===== src/rtl/instr_aligner_pkg.sv =====
// Shared types and helpers for the fetch-side instruction aligner.
package instr_aligner_pkg;

  localparam int unsigned HW_SIZE = 16;

  typedef struct packed {
    logic [HW_SIZE-1:0] data;
    logic               err;
  } hw_entry_t;

  // Compressed instructions are every encoding whose low two bits are not 2'b11.
  function automatic logic is_rvc(input logic [1:0] op);
    return op != 2'b11;
  endfunction

endpackage


===== src/rtl/aligner_hwbuf.sv =====
// Halfword shift buffer: pops 0/1/2 from the head, then appends 0/1/2 at the new tail.
module aligner_hwbuf
  import instr_aligner_pkg::*;
#(
  parameter int unsigned SLOTS = 3,
  localparam int unsigned CW   = $clog2(SLOTS + 1)
) (
  input  logic            clk,
  input  logic            rst,
  input  logic            clear_i,
  input  logic [1:0]      pop_size_i,
  input  logic [1:0]      push_size_i,
  input  hw_entry_t       push_hw0_i,
  input  hw_entry_t       push_hw1_i,
  output logic [CW-1:0]   count_o,
  output hw_entry_t       head0_o,
  output hw_entry_t       head1_o
);

  hw_entry_t          mem_q [SLOTS];
  hw_entry_t          mem_d [SLOTS];
  logic [CW-1:0]      count_q, count_d;
  logic [CW-1:0]      kept;

  always_comb begin
    mem_d   = mem_q;
    count_d = count_q;
    kept    = count_q - CW'(pop_size_i);
    if (clear_i) begin
      count_d = '0;
    end else begin
      case (pop_size_i)
        2'd1: for (int i = 0; i < int'(SLOTS) - 1; i++) mem_d[i] = mem_q[i+1];
        2'd2: for (int i = 0; i < int'(SLOTS) - 2; i++) mem_d[i] = mem_q[i+2];
        default: ;
      endcase
      // Append lands right behind whatever survived the pop.
      for (int i = 0; i < int'(SLOTS); i++) begin
        if (CW'(i) == kept && push_size_i != 2'd0) mem_d[i] = push_hw0_i;
        if (CW'(i) == kept + CW'(1) && push_size_i == 2'd2) mem_d[i] = push_hw1_i;
      end
      count_d = kept + CW'(push_size_i);
    end
  end

  always_ff @(posedge clk or posedge rst) begin
    if (rst) begin
      count_q <= '0;
      for (int i = 0; i < int'(SLOTS); i++) mem_q[i] <= '0;
    end else begin
      count_q <= count_d;
      mem_q   <= mem_d;
    end
  end

  assign count_o = count_q;
  assign head0_o = mem_q[0];
  assign head1_o = mem_q[1];

endmodule


===== src/rtl/instr_aligner.sv =====
// Turns aligned 32-bit fetch words into one whole RVC or 32-bit instruction per cycle.
module instr_aligner
  import instr_aligner_pkg::*;
#(
  parameter int unsigned HW_SLOTS = 3
) (
  input  logic        s_clk_i,
  input  logic        s_reset_i,
  input  logic        s_flush_i,
  input  logic [31:0] s_fpc_i,
  input  logic        s_fvalid_i,
  input  logic [31:0] s_fdata_i,
  input  logic        s_ferr_i,
  output logic        s_fready_o,
  output logic        s_valid_o,
  input  logic        s_ready_i,
  output logic [31:0] s_instr_o,
  output logic        s_rvc_o,
  output logic [31:0] s_pc_o,
  output logic        s_err_o
);

  localparam int unsigned CW = $clog2(HW_SLOTS + 1);

  logic [CW-1:0] count;
  hw_entry_t     head0, head1;
  hw_entry_t     push_hw0, push_hw1;
  logic [1:0]    pop_size, push_size;
  logic [31:0]   pc_q, pc_d;
  logic          skip_q, skip_d;
  logic          size1, head_ok, pop, push;
  logic [31:0]   instr_raw;
  logic          err_raw;
  logic          unused_fpc0;

  assign unused_fpc0 = s_fpc_i[0];

  // Head classification: an errored head is always emitted alone as a 16-bit slot.
  always_comb begin
    size1     = head0.err | is_rvc(head0.data[1:0]);
    head_ok   = size1 ? (count != '0) : (count >= CW'(2));
    instr_raw = '0;
    err_raw   = 1'b0;
    if (head0.err) begin
      err_raw = 1'b1;
    end else if (size1) begin
      instr_raw = {16'h0000, head0.data};
    end else begin
      instr_raw = {head1.data, head0.data};
      err_raw   = head1.err;
    end
  end

  always_comb begin
    s_valid_o  = ~s_reset_i & ~s_flush_i & head_ok;
    pop        = s_valid_o & s_ready_i;
    pop_size   = pop ? (size1 ? 2'd1 : 2'd2) : 2'd0;
    s_fready_o = ~s_reset_i & ~s_flush_i &
                 (int'(count) - int'(pop_size) + 2 <= int'(HW_SLOTS));
    push       = s_fvalid_i & s_fready_o;
    push_size  = push ? (skip_q ? 2'd1 : 2'd2) : 2'd0;
    push_hw0   = skip_q ? hw_entry_t'{s_fdata_i[31:16], s_ferr_i}
                        : hw_entry_t'{s_fdata_i[15:0], s_ferr_i};
    push_hw1   = hw_entry_t'{s_fdata_i[31:16], s_ferr_i};
  end

  always_comb begin
    pc_d   = pc_q;
    skip_d = skip_q;
    if (s_flush_i) begin
      pc_d   = {s_fpc_i[31:1], 1'b0};
      skip_d = s_fpc_i[1];
    end else begin
      if (pop)  pc_d   = pc_q + (size1 ? 32'd2 : 32'd4);
      if (push) skip_d = 1'b0;
    end
  end

  always_ff @(posedge s_clk_i or posedge s_reset_i) begin
    if (s_reset_i) begin
      pc_q   <= '0;
      skip_q <= 1'b0;
    end else begin
      pc_q   <= pc_d;
      skip_q <= skip_d;
    end
  end

  aligner_hwbuf #(.SLOTS(HW_SLOTS)) u_hwbuf (
    .clk         (s_clk_i),
    .rst         (s_reset_i),
    .clear_i     (s_flush_i),
    .pop_size_i  (pop_size),
    .push_size_i (push_size),
    .push_hw0_i  (push_hw0),
    .push_hw1_i  (push_hw1),
    .count_o     (count),
    .head0_o     (head0),
    .head1_o     (head1)
  );

  assign s_instr_o = (head_ok & ~s_reset_i) ? instr_raw : '0;
  assign s_err_o   = head_ok & ~s_reset_i & err_raw;
  assign s_rvc_o   = head_ok & ~s_reset_i & size1;
  assign s_pc_o    = pc_q;

endmodule

===== config.mk =====
export PLATFORM = sky130hd
export DESIGN_NAME = instr_aligner
export DESIGN_NICKNAME = d
export VERILOG_FILES = /design/src/rtl/instr_aligner_pkg.sv /design/src/rtl/aligner_hwbuf.sv /design/src/rtl/instr_aligner.sv
export SDC_FILE = /design/constraint.sdc
export NUM_CORES = 1
export LEC_CHECK = 0
export BUFFER_PORTS_ARGS = -buffer_cell sky130_fd_sc_hd__buf_2
export CORE_UTILIZATION = 40
export CTS_CLUSTER_DIAMETER = 60
export CTS_CLUSTER_SIZE = 12
export DETAILED_ROUTE_END_ITERATION = 12
export PLACE_DENSITY_LB_ADDON = 0.3
export SLEW_MARGIN = 20
export SYNTH_ARGS = -nofsm -noshare
export SYNTH_HDL_FRONTEND = slang
export SYNTH_SLANG_ARGS = --single-unit

===== constraint.sdc =====
create_clock -name s_clk_i -period 16.9 [get_ports s_clk_i]
set_input_delay 3.38 -clock s_clk_i [delete_from_list [all_inputs] [get_ports s_clk_i]]
set_output_delay 3.38 -clock s_clk_i [all_outputs]
set_load 0.03 [all_outputs]

# Word level (Yosys, flattened, before mapping)

Cells that the tools add are included.

Register bits after elaboration: 86
Output and inout port bits: 68

Add/sub/neg operators: 6
Magnitude comparators: 2
Equality and inequality tests: 8
Multiplexer cells: 25
Bitwise logic cells: 11
Reductions and logical operators: 18

Operators with widths:

| operator            | number |
|---|---|
| $mux 32             | 5 |
| $mux 17             | 8 |
| $pmux 17 s2         | 1 |
| $add 32x3->32       | 1 |
| $mux 2              | 5 |
| $reduce_bool 2->1   | 5 |
| $and 1x1->1         | 8 |
| $logic_and 1x1->1   | 6 |
| $reduce_and 2->1    | 3 |
| $mux 1              | 5 |
| $add 3x3->4 const B | 1 |
| $eq 1x2->1 const A  | 2 |
| $eq 2x2->1 const A  | 2 |
| $eq 2x2->1 const B  | 2 |
| $le 4x3->1 const B  | 1 |
| $logic_not 2->1     | 2 |
| $reduce_bool 4->1   | 1 |
| $mux 3              | 1 |
| $reduce_bool 3->1   | 1 |
| $sub 2x2->3         | 1 |
| $add 2x1->2 const B | 1 |
| $add 2x2->2         | 1 |
| $eq 2x1->1 const B  | 1 |
| $ge 2x2->1 const B  | 1 |
| 4 further kinds     | 5 |

# Depth between registers and ports, before layout

Gate-level depths: netlist (run 1).

Depth after elaboration: 16
Depth in mapped cells: 14

# By module

From an unflattened synthesis (run 1), not the netlist that was laid out.

Cell total of the unflattened synthesis: 666
Area total of the unflattened synthesis: 6304.8 um^2

By module, submodules not included:

| module        | times used | cells each | area each (um^2) | seq. area each (um^2) |
|---|---|---|---|---|
| aligner_hwbuf | 1          | 367        | 3806.2           | 1326.3 |
| instr_aligner | 1          | 299        | 2498.6           | 800.8 |

# Least setup slack after synthesis (run 1)

Ideal clock, no wire load.

Kind: input to output
Start point: input port s_reset_i
End point: output port s_instr_o[22]
Data arrival time: 6.877 ns
Data required time: 13.520 ns
Setup slack: 6.643 ns
Cell stages on the path: 4
Path buffers: 2
Cell sequence: buf_6 > inv_1 > clkbuf_1 > and3_1

Longest elaborated chain between the ends: 3

RTL lines:

| element            | RTL line             | RTL |
|---|---|---|
| start: declaration | instr_aligner.sv:8   | `input logic s_reset_i,` |
| $not 1->1          | instr_aligner.sv:102 | `assign s_instr_o = (head_ok & ~s_reset_i) ? instr_raw : '0;` |
| $and 1x1->1        | instr_aligner.sv:102 |  |
| $mux 32            | instr_aligner.sv:102 |  |
| end: declaration   | instr_aligner.sv:17  | `output logic [31:0] s_instr_o,` |

Every way passes these cells.

# Worst setup path in the final report (run 1)

Start point: input port s_flush_i
End point: output port s_fready_o

Longest elaborated chain between the ends: 9

RTL lines:

| element                 | RTL line                                 | RTL |
|---|---|---|
| start: declaration      | instr_aligner.sv:9                       | `input logic s_flush_i,` |
| $not 1->1 (no line) (*) | -                                        |  |
| $and 1x1->1 (*)         | instr_aligner.sv:55, instr_aligner.sv:58 |  |
| $and 1x1->1             | instr_aligner.sv:55                      | `s_valid_o = ~s_reset_i & ~s_flush_i & head_ok;` |
| $and 1x1->1             | instr_aligner.sv:56                      | `pop = s_valid_o & s_ready_i;` |
| $mux 2                  | instr_aligner.sv:57                      | `pop_size = pop ? (size1 ? 2'd1 : 2'd2) : 2'd0;` |
| $sub 2x2->3             | instr_aligner.sv:59                      | `(int'(count) - int'(pop_size) + 2 <= int'(HW_SLOTS));` |
| $add 3x3->4             | instr_aligner.sv:59                      |  |
| $le 4x3->1              | instr_aligner.sv:59                      |  |
| $and 1x1->1 (*)         | instr_aligner.sv:58                      | `s_fready_o = ~s_reset_i & ~s_flush_i &` |
| end: declaration        | instr_aligner.sv:14                      | `output logic s_fready_o,` |

Mark *: on every way between the ends. The rest lies on a longest branch, timed or not.

==> results of run 1 <==
## worst max-delay path by stage
stage	to	slack [ns]
after floorplan	s_instr_o[22]	6.64
after global placement	s_fready_o	7.02
after detailed placement	s_fready_o	6.97
after CTS	s_fready_o	6.96
after global routing	s_fready_o	6.81
final	s_fready_o	6.93
## worst min-delay path: stages, from the launching register on
cell and delay, ns:
dfrtp_1 0.35, nand2_1 0.05, o31ai_1 0.05
## report_power, final
group          internal (W)  leakage (nW)  switching, W
clock network      0.000137         0.163     0.0000838
registers          0.000262          1.05     0.0000469
logic             0.0000876          1.84      0.000121
## placed cells by master (no fill, tap or decap), drive strengths merged, types with 5 or more instances in the layout
| master | instances |
|---|---|
| clkbuf | 12 |
| nand2 | 114 |
| mux2 | 17 |
| o31ai | 16 |
| and3 | 19 |
| a21oi | 6 |
| or3 | 6 |
| nor4 | 6 |
| and2 | 19 |
| nand4 | 9 |
| buf | 142 |
| o22ai | 15 |
| nor2b | 5 |
| o21ai | 37 |
| nor2 | 43 |
| a31oi | 17 |
| inv | 11 |
| nand3 | 20 |
| nor3 | 9 |
| o311ai | 14 |
| mux2i | 33 |
| o211ai | 31 |
| dfrtp | 85 |
| a211oi | 5 |
| ha | 5 |
## registers in the layout (all words and copies together) (netlist names)
signal and cells:
u_hwbuf.mem_q 17, skip_q 1, u_hwbuf.count_o 2, s_pc_o 31, u_hwbuf.head1_o 17, u_hwbuf.head0_o 17
## metrics by stage
| stage | area (um2) | total power, W | std cells |
|---|---|---|---|
| floorplan | 5510 | 0.000455 | 631 |
| global placement | 6290 | 0.000507 | 907 |
| detailed placement | 6290 | 0.000520 | 907 |
| CTS | 6620 | 0.000742 | 923 |
| global route | 6620 | 0.000779 | 923 |
| finish | 6620 | 0.000738 | 923 |
## final cells by class
type	instances	area (um2)	area share, %
Multi-Input combinational cell	491	3170	47.8
Clock buffer	12	256	3.88
Timing Repair Buffer	142	728	11.0
Clock inverter	4	70.1	1.06
Inverter	13	50.0	0.756
Tap cell	176	220	3.33
Sequential cell	85	2130	32.1
## kinds of logic (layout without fill, tap and decap cells)
kind of cell | after synthesis | in the layout | synth area share [%]
adders and majority gates | 7 | 7 | 1.86
xor gates and xnor gates | 6 | 6 | 0.953
other | 1 | 1 | 0.0680
and+or+nand+nor | 268 | 268 | 24.3
buffers and inverters | 55 | 171 | 4.36
AOI/OAI and AO/OA | 159 | 159 | 20.4
muxes | 50 | 50 | 9.46
DFF | 85 | 85 | 38.6
## layer usage
layer	vias to the layer above	track usage, %	part of all wire, %
met5	-	0	0
met4	0	9.14	1.4
met3	20	6.42	7.1
met2	203	39.4	48
met1	2621	29.9	44
li1	2544	-	-
==> impl_metrics.json, run 1 <==
{
  "max_freq_mhz": 100,
  "drc_errors": 0,
  "fp-row-count": 42,
  "ctsHoldBuffers": 0,
  "drive_gt1_share_pct": 26.1,
  "die_width_um": 119,
  "drtPass1Iterations": 5,
  "r2r_cells": 11,
  "layout.nets": 819,
  "root_buffer": "clkbuf_16",
  "r2r_slack_ns": 12.20,
  "status": "complete, no violations",
  "yosys.area.top_type": "dfrtp_1",
  "wl_mm": 16.7,
  "min_period_over_period_pct": 59.0,
  "synth_edf_count": 0,
  "drt_iter0_drc": 418,
  "crit_buf_inv": 3,
  "place_ws_ns": 6.97,
  "diodes": 0,
  "setup_violations": 0,
  "grt_start_max_net_pins": 75,
  "syn_nets": 708,
  "die_h_um": 119,
  "critPathLaunchType": "primary input",
  "critPathLaunch": "s_flush_i",
  "finalMaxSlewViolations": 0,
  "cp_cell_sequence": "buf_2 -> buf_4 -> or3b_1 -> a211oi_4 -> ha_1 -> fa_1 -> ha_1 -> or2_2 -> o211a_1 -> buf_2",
  "async_reset_ff_share_pct": 100,
  "cts_tree": "done",
  "cts_resized": 0,
  "synth_cells": 631,
  "setup-tns-final_ns": 0,
  "synth_top_area_share_pct": 38.6,
  "hold_path_class": "reg2reg",
  "via_count": 5388,
  "r2r_end": "u_hwbuf.mem_q[14]",
  "dieArea_mm2": 0.0143,
  "slew_headroom_pct": 28.2,
  "rr_startpoint": "u_hwbuf.head0_o[0]",
  "yosys_warnings": 0,
  "ioPinCount": 138,
  "core_area_mm2": 0.0133,
  "rsz0062_at_grt": "false",
  "grt_pass1_vias": 5269,
  "cts_setup_buffers": 0,
  "synth_cell_types": 64,
  "cts_htree_levels": 3,
  "p_leak_nw": 3.06,
  "synth-seq-area-share_pct": 38.6,
  "netlist_top_cells_area": "dfrtp_1 (39%), nand2_1 (7.7%), mux2i_1 (6.0%), o211ai_1 (4.2%), mux2_2 (3.5%)",
  "area_delta_synth_final_pct": 20.0,
  "insertion_delay_ns": 0.35,
  "clock_sinks": 85,
  "ir_drop_mv": 0.0619,
  "synth_seq_cells": 85,
  "clkTransAtPathRegs_ns": 0.06,
  "postLayoutCoreUtil_pct": 49.6,
  "cp_num_cells": 10,
  "final.setup.worst_slack_ns": 6.93,
  "gp_congestion": 0.816,
  "cpPeakStageDelay_ns": 0.59,
  "hold_depth": 2,
  "fin_worst_skew_ns": 0.00778,
  "holdPathEnd": "u_hwbuf.head1_o[9]",
  "hold_viol_final": 0,
  "port_buffers": 135,
  "drv_cap": 0,
  "worst_hold_slack_ns": 0.491,
  "worstSetupEndpointType": "output pin",
  "synth.avg_cell_area_um2": 8.74,
  "syn_area_mm2": 0.00551,
  "crit_type": "in2out",
  "avgViaCountPerCell": 5.84,
  "antenna_found_initial": 0,
  "worst_pin_slew_ns": 1.08,
  "worstHoldStart": "u_hwbuf.head1_o[9]",
  "grt_overflow": 0,
  "critPathRequiredTime_ns": 13.52,
  "fillers": 1318,
  "critPathMaxFanout": 49,
  "cts_buffers": 9,
  "ant_nets": 0,
  "critPathArrivalTime_ns": 6.59,
  "period_needed_ns": 9.97,
  "cpLargestDelayFamily": "adder cells",
  "power_density_mw_per_mm2": 112,
  "ctsLongestPathBuffers": 2,
  "synth_ff_type": "dfrtp_1",
  "yosys.cell_count.top_type": "nand2_1",
  "grt_usage_pct": 24.0,
  "place_hpwl_mm": 11.0,
  "grt_pass1_wl_mm": 26.7,
  "yosys-top-cells-count": "nand2_1 (113), dfrtp_1 (85), nor2_1 (42)",
  "wl_per_cell_um": 18.1,
  "cp_slowest_cell": "or3b_1",
  "start_util_pct": 41.3
}
No activity file was read; power rests on OpenSTA's default activity.
==> run 2, diff against run 1 <==
--- a/config.mk
+++ b/config.mk
@@ -5,6 +5,7 @@
 export SDC_FILE = /design/constraint.sdc
 export NUM_CORES = 1
 export LEC_CHECK = 0
+export ABC_AREA = 1
 export BUFFER_PORTS_ARGS = -buffer_cell sky130_fd_sc_hd__buf_2
 export CORE_UTILIZATION = 40
 export CTS_CLUSTER_DIAMETER = 60
==> constraint.sdc (replaced) <==
create_clock -name s_clk_i -period 9.79 [get_ports s_clk_i]
set_input_delay 1.958 -clock s_clk_i [delete_from_list [all_inputs] [get_ports s_clk_i]]
set_output_delay 1.958 -clock s_clk_i [all_outputs]
set_load 0.03 [all_outputs]
==> run 2 against run 1 <==
First-iteration DRC count rose by 10%. Die area rose by 16%. Sequential power up 84%. Routed wire length up 23%. Area after synthesis up 17%. Hold slack improved by 0.018 ns. Sequential share of layout area fell by 3.7 points. Critical path depth increased by 4. Via count is 29% higher. Final area up 13%. Largest cell class unchanged.
==> impl_metrics.json, run 2 <==
{
  "crit_type": "in2out",
  "place_hpwl_mm": 14.2,
  "die_h_um": 129,
  "ctsHoldBuffers": 0,
  "critPathMaxFanout": 34,
  "drc_errors": 0,
  "rsz0062_at_grt": "false",
  "grt_usage_pct": 25.6,
  "synth-seq-area-share_pct": 33.1,
  "drtPass1Iterations": 5,
  "port_buffers": 135,
  "drv_cap": 0,
  "drt_iter0_drc": 461,
  "mostFrequentLayoutCell": "nand2_1",
  "via_count": 6929,
  "area_delta_synth_final_pct": 16.3,
  "wl_per_cell_um": 15.1,
  "synth_cells": 1038,
  "worstSetupEndpointType": "output pin",
  "setup_violations": 0,
  "ant_nets": 0,
  "synth_top_area_share_pct": 33.1,
  "critPathLaunchType": "primary input",
  "postPlaceCellArea_mm2": 0.00717,
  "cts_tree": "done",
  "cts_setup_buffers": 0,
  "synth_ff_type": "dfrtp_1",
  "ioPinCount": 138,
  "stdcell_area_mm2": 0.00747,
  "worst_hold_slack_ns": 0.509,
  "netlist_top_cells_area": "dfrtp_1 (33%), nand2_1 (21%), nor2_1 (8.3%), nand3_1 (7.9%), inv_1 (7.3%)",
  "slew_headroom_pct": 39.9,
  "avgViaCountPerCell": 5.09,
  "hold_viol_final": 0,
  "fp-row-count": 45,
  "largest_reg_flops": 31,
  "synth_seq_cells": 85,
  "status": "complete, no violations",
  "placed_cells": 1344,
  "async_reset_ff_share_pct": 100,
  "synth_cell_types": 38,
  "gp_congestion": 0.911,
  "dieArea_mm2": 0.0166,
  "insertion_delay_ns": 0.35,
  "hold_path_class": "reg2reg",
  "yosys_warnings": 0,
  "cts_resized": 0,
  "critPathArrivalTime_ns": 5.69,
  "syn_nets": 1115,
  "wl_mm": 20.5,
  "drive_gt1_share_pct": 16.1,
  "setup-tns-final_ns": 0,
  "cts_buffers": 9,
  "min_period_over_period_pct": 78.1,
  "core_area_mm2": 0.0154,
  "die_width_um": 129,
  "synth_edf_count": 0,
  "layout.cells.non_filler": 1360,
  "finalMaxSlewViolations": 0,
  "synth.avg_cell_area_um2": 6.19,
  "cts_htree_levels": 3,
  "clock_sinks": 85,
  "critPathRequiredTime_ns": 7.83,
  "grt_start_max_net_pins": 62,
  "diodes": 0,
  "final_cell_mix": "nand2_1 (358), nor2_1 (142), buf_2 (135)",
  "start_util_pct": 41.6,
  "ctsLongestPathBuffers": 2,
  "max_freq_mhz": 131,
  "period_needed_ns": 7.65,
  "ir_drop_mv": 0.0899,
  "grt_pass1_wl_mm": 32.7,
  "power_density_mw_per_mm2": 193,
  "worst_pin_slew_ns": 0.900,
  "yosys.cell_count.top_type": "nand2_1",
  "layout.nets": 1221,
  "p_leak_nw": 4.15,
  "clkTransAtPathRegs_ns": 0.06,
  "yosys-top-cells-count": "nand2_1 (358), nor2_1 (142), inv_1 (125)",
  "grt_pass1_vias": 6348,
  "yosys.area.top_type": "dfrtp_1",
  "grt_overflow": 0,
  "fin_worst_skew_ns": 0.00941,
  "root_buffer": "clkbuf_16",
  "antenna_found_initial": 0,
  "syn_area_mm2": 0.00642
}
run 2: cell types whose count changed in the layout (fill, tap and decap cells not counted), sizes merged, moves of 19 or more:
cell / before / now
nand3: 20 / 104
and2: 19 / 0
o21ai: 37 / 73
o211ai: 31 / 9
nand2: 114 / 363
inv: 11 / 132
mux2i: 33 / 0
nor2: 43 / 150
run 2: report_power, final:
part	internal [W]	switching (W)	leakage, nW
Clock	0.000212	0.000150	0.150
Sequential	0.000470	0.0000978	1.01
Combinational	0.000183	0.000331	2.99
Total	0.000865	0.000578	4.15
run 2: final timing paths:
kind	startpoint	to	slack (ns)	cells past startpoint
worst max-delay path	s_flush_i	s_fready_o	2.14	14
min in group asynchronous	s_reset_i	s_pc_o[31]	1.62	2
worst min-delay path	u_hwbuf.head1_o[4]	u_hwbuf.head1_o[4]	0.51	2
worst max register to register	u_hwbuf.head0_o[2]	u_hwbuf.head0_o[8]	4.36	19
max in group asynchronous	s_reset_i	s_pc_o[4]	6.96	3
worst min register to register	u_hwbuf.head1_o[4]	u_hwbuf.head1_o[4]	0.51	2
run 2: logic make-up (layout without fill, tap and decap cells):
family                     after synthesis  count (layout)  synth area share (%)
adders and majority gates                7               7                  1.60
AOI/OAI and AO/OA                       92              92                  7.63
xor gates and xnor gates                16              16                  2.18
buffers and inverters                  180             291                  11.7
and+or+nand+nor                        657             657                  43.7
DFF                                     85              85                  33.1
other                                    1               1                0.0584
run 2: cell type report:
type / count / area [um2]
sequential: 85 / 2130
timing repair buffer: 142 / 728
clock inverter: 3 / 43.8
fill: 1676 / 7960
tap: 211 / 264
clock buffer: 13 / 260
multi-input combinational: 773 / 3540
inverter: 133 / 505
run 2: routing by layer:
metal | vias to the layer above | part of all wire [%] | GRT usage (%)
li1 | 3459 | - | -
met1 | 3175 | 44 | 33.8
met2 | 258 | 48 | 42.1
met3 | 37 | 6.5 | 4.37
met4 | 0 | 2.2 | 8.93
met5 | - | 0 | 0
run 2: worst max-delay path: stages:
cell,delay [ns]
buf_2,0.31
nor2_2,0.25
nand3_2,0.28
inv_1,0.65
nand2_1,0.23
inv_1,0.10
ha_1,0.16
fa_1,0.52
ha_1,0.36
inv_1,0.04
nand2_1,0.06
nand2_2,0.08
nor2_8,0.37
buf_2,0.28
run 2: stage by stage:
stage / worst slack, ns / utilization (%) / total power [W]
3_3_place_gp: 2.12 / 46.5 / 0.00107
3_5_place_dp: 2.13 / 46.5 / 0.00108
6_report: 2.14 / 48.4 / 0.00144
4_1_cts: 2.11 / 48.4 / 0.00145
5_1_grt: 1.81 / 48.4 / 0.00155
2_1_floorplan: 3.40 / - / 0.000942
==> run 3, diff against run 2 <==
==> constraint.sdc (replaced) <==
create_clock -name s_clk_i -period 6.6 [get_ports s_clk_i]
set_input_delay 1.32 -clock s_clk_i [delete_from_list [all_inputs] [get_ports s_clk_i]]
set_output_delay 1.32 -clock s_clk_i [all_outputs]
set_load 0.03 [all_outputs]
==> run 3 against run 2 <==
Clock power increased by 39%. Critical path depth is the same. Total power is 46% higher. Via count decreased by 0.12%. Sequential cell count unchanged.
==> impl_metrics.json, run 3 (synthesized netlist as in run 2, its figures left out) <==
{
  "avgViaCountPerCell": 5.07,
  "drtPass1Iterations": 5,
  "port_buffers": 135,
  "largest_reg_flops": 31,
  "setup_violations": 0,
  "clkTransAtPathRegs_ns": 0.06,
  "dieArea_mm2": 0.0166,
  "drt_iter0_drc": 450,
  "intPower_w": 0.00125,
  "worstSetupEndpointType": "output pin",
  "layout.cells.non_filler": 1365,
  "place_hpwl_mm": 14.3,
  "power.share.switching_pct": 40.8,
  "drc_errors": 0,
  "ir_drop_mv": 0.146,
  "die_h_um": 129,
  "mostFrequentLayoutCell": "nand2_1",
  "ctsLongestPathBuffers": 2,
  "place_ws_ns": 1.09,
  "grt_pass1_wl_mm": 32.9,
  "r2r_end": "u_hwbuf.mem_q[8]",
  "worst_pin_slew_ns": 0.772,
  "cts_setup_buffers": 0,
  "status": "complete, no violations",
  "cts_tree": "done",
  "r2r_slack_ns": 2.19,
  "hold_depth": 2,
  "wl_mm": 20.7,
  "worstHoldStart": "u_hwbuf.head0_o[16]",
  "wl_per_cell_um": 15.2,
  "clockPowerShare_pct": 23.9,
  "layout.nets": 1225,
  "p_leak_nw": 4.16,
  "finalMaxSlewViolations": 0,
  "grt_pass1_vias": 6376,
  "fin_worst_skew_ns": 0.00981,
  "max_freq_mhz": 181,
  "ctsHoldBuffers": 0,
  "holdPathEnd": "u_hwbuf.head0_o[16]",
  "p_seq_share_pct": 39.8,
  "period_needed_ns": 5.53,
  "p_comb_share_pct": 36.4,
  "cts_htree_levels": 3,
  "hold_path_class": "reg2reg",
  "min_period_over_period_pct": 83.8,
  "cts_buffers": 9,
  "drv_cap": 0,
  "grt_usage_pct": 25.8,
  "rr_startpoint": "u_hwbuf.head0_o[2]",
  "via_count": 6921,
  "final_cell_mix": "nand2_1 (358), nor2_1 (142), buf_2 (135)",
  "start_util_pct": 41.6,
  "cts_resized": 0,
  "total_power_w": 0.00211,
  "die_width_um": 129,
  "grt_overflow": 0,
  "area_delta_synth_final_pct": 16.4,
  "final.setup.worst_slack_ns": 1.07,
  "grt_start_max_net_pins": 59,
  "critPathLaunchType": "primary input",
  "drive_gt1_share_pct": 16.4,
  "rsz0062_at_grt": "false",
  "antenna_found_initial": 1,
  "r2r_cells": 20,
  "critPathRequiredTime_ns": 5.28,
  "root_buffer": "clkbuf_16",
  "critPathArrivalTime_ns": 4.21,
  "core_area_mm2": 0.0154,
  "critPathMaxFanout": 22,
  "gp_congestion": 0.916,
  "placed_cells": 1348,
  "fp-row-count": 45,
  "clock_sinks": 85,
  "worst_hold_slack_ns": 0.507,
  "setup-tns-final_ns": 0,
  "ioPinCount": 138,
  "ant_nets": 0,
  "power_density_mw_per_mm2": 282,
  "crit_type": "in2out",
  "slew_headroom_pct": 48.5,
  "p_sw_w": 0.000860,
  "critPathLaunch": "s_reset_i",
  "hold_viol_final": 0,
  "insertion_delay_ns": 0.36
}
run 3: cell types whose count changed in the layout (fill, tap and decap cells not counted), sizes merged:
cell    before  now
buf        142  146
bufinv       1    0
diode        0    1
inv        132  133
run 3: how the worst max path moves through the flow:
stage / end / slack [ns] / depth (start not counted)
after floorplan: s_valid_o / 1.49 / 3
after global placement: s_fready_o / 1.11 / 14
after detailed placement: s_fready_o / 1.09 / 14
after CTS: s_fready_o / 1.09 / 14
after global routing: s_fready_o / 0.84 / 14
final: s_fready_o / 1.07 / 14
run 3: power groups by stage:
stage	clock (W)	sequential, W	combinational (W)
floorplan	0	0.000847	0.000551
global placement	0	0.000840	0.000751
detailed placement	0	0.000844	0.000763
CTS	0.000510	0.000835	0.000767
global route	0.000530	0.000862	0.000875
finish	0.000503	0.000838	0.000766
run 3: layer usage:
metal / wire length, um / GRT usage (%)
met1: 9000 / 34.2
met2: 9760 / 42.4
met3: 1390 / 3.24
met4: 546 / 11.2
met5: 0 / 0
run 3: final cells by class:
type,count,area (um2)
Multi-Input combinational cell,773,3540
Sequential cell,85,2130
Timing Repair Buffer,146,758
Fill cell,1705,7950
Inverter,133,505
Tap cell,211,264
Antenna cell,1,2.50
Clock inverter,3,18.8
Clock buffer,13,260
run 3: stage by stage:
| step | cell area, um2 | util [%] |
|---|---|---|
| 3_3_place_gp | 7200 | 46.7 |
| 5_1_grt | 7480 | 48.5 |
| 3_5_place_dp | 7200 | 46.7 |
| 4_1_cts | 7480 | 48.5 |
| 2_1_floorplan | 6420 | - |
| 6_report | 7480 | 48.5 |
run 3: worst max-delay path: stages:
cell and delay [ns]:
buf_2 0.13, nor2_2 0.21, nand3_2 0.30, inv_1 0.15
nand2_1 0.12, inv_1 0.09, ha_1 0.16, fa_1 0.51
ha_1 0.36, inv_1 0.05, nand2_1 0.06, nand2_2 0.08
nor2_8 0.38, buf_2 0.28
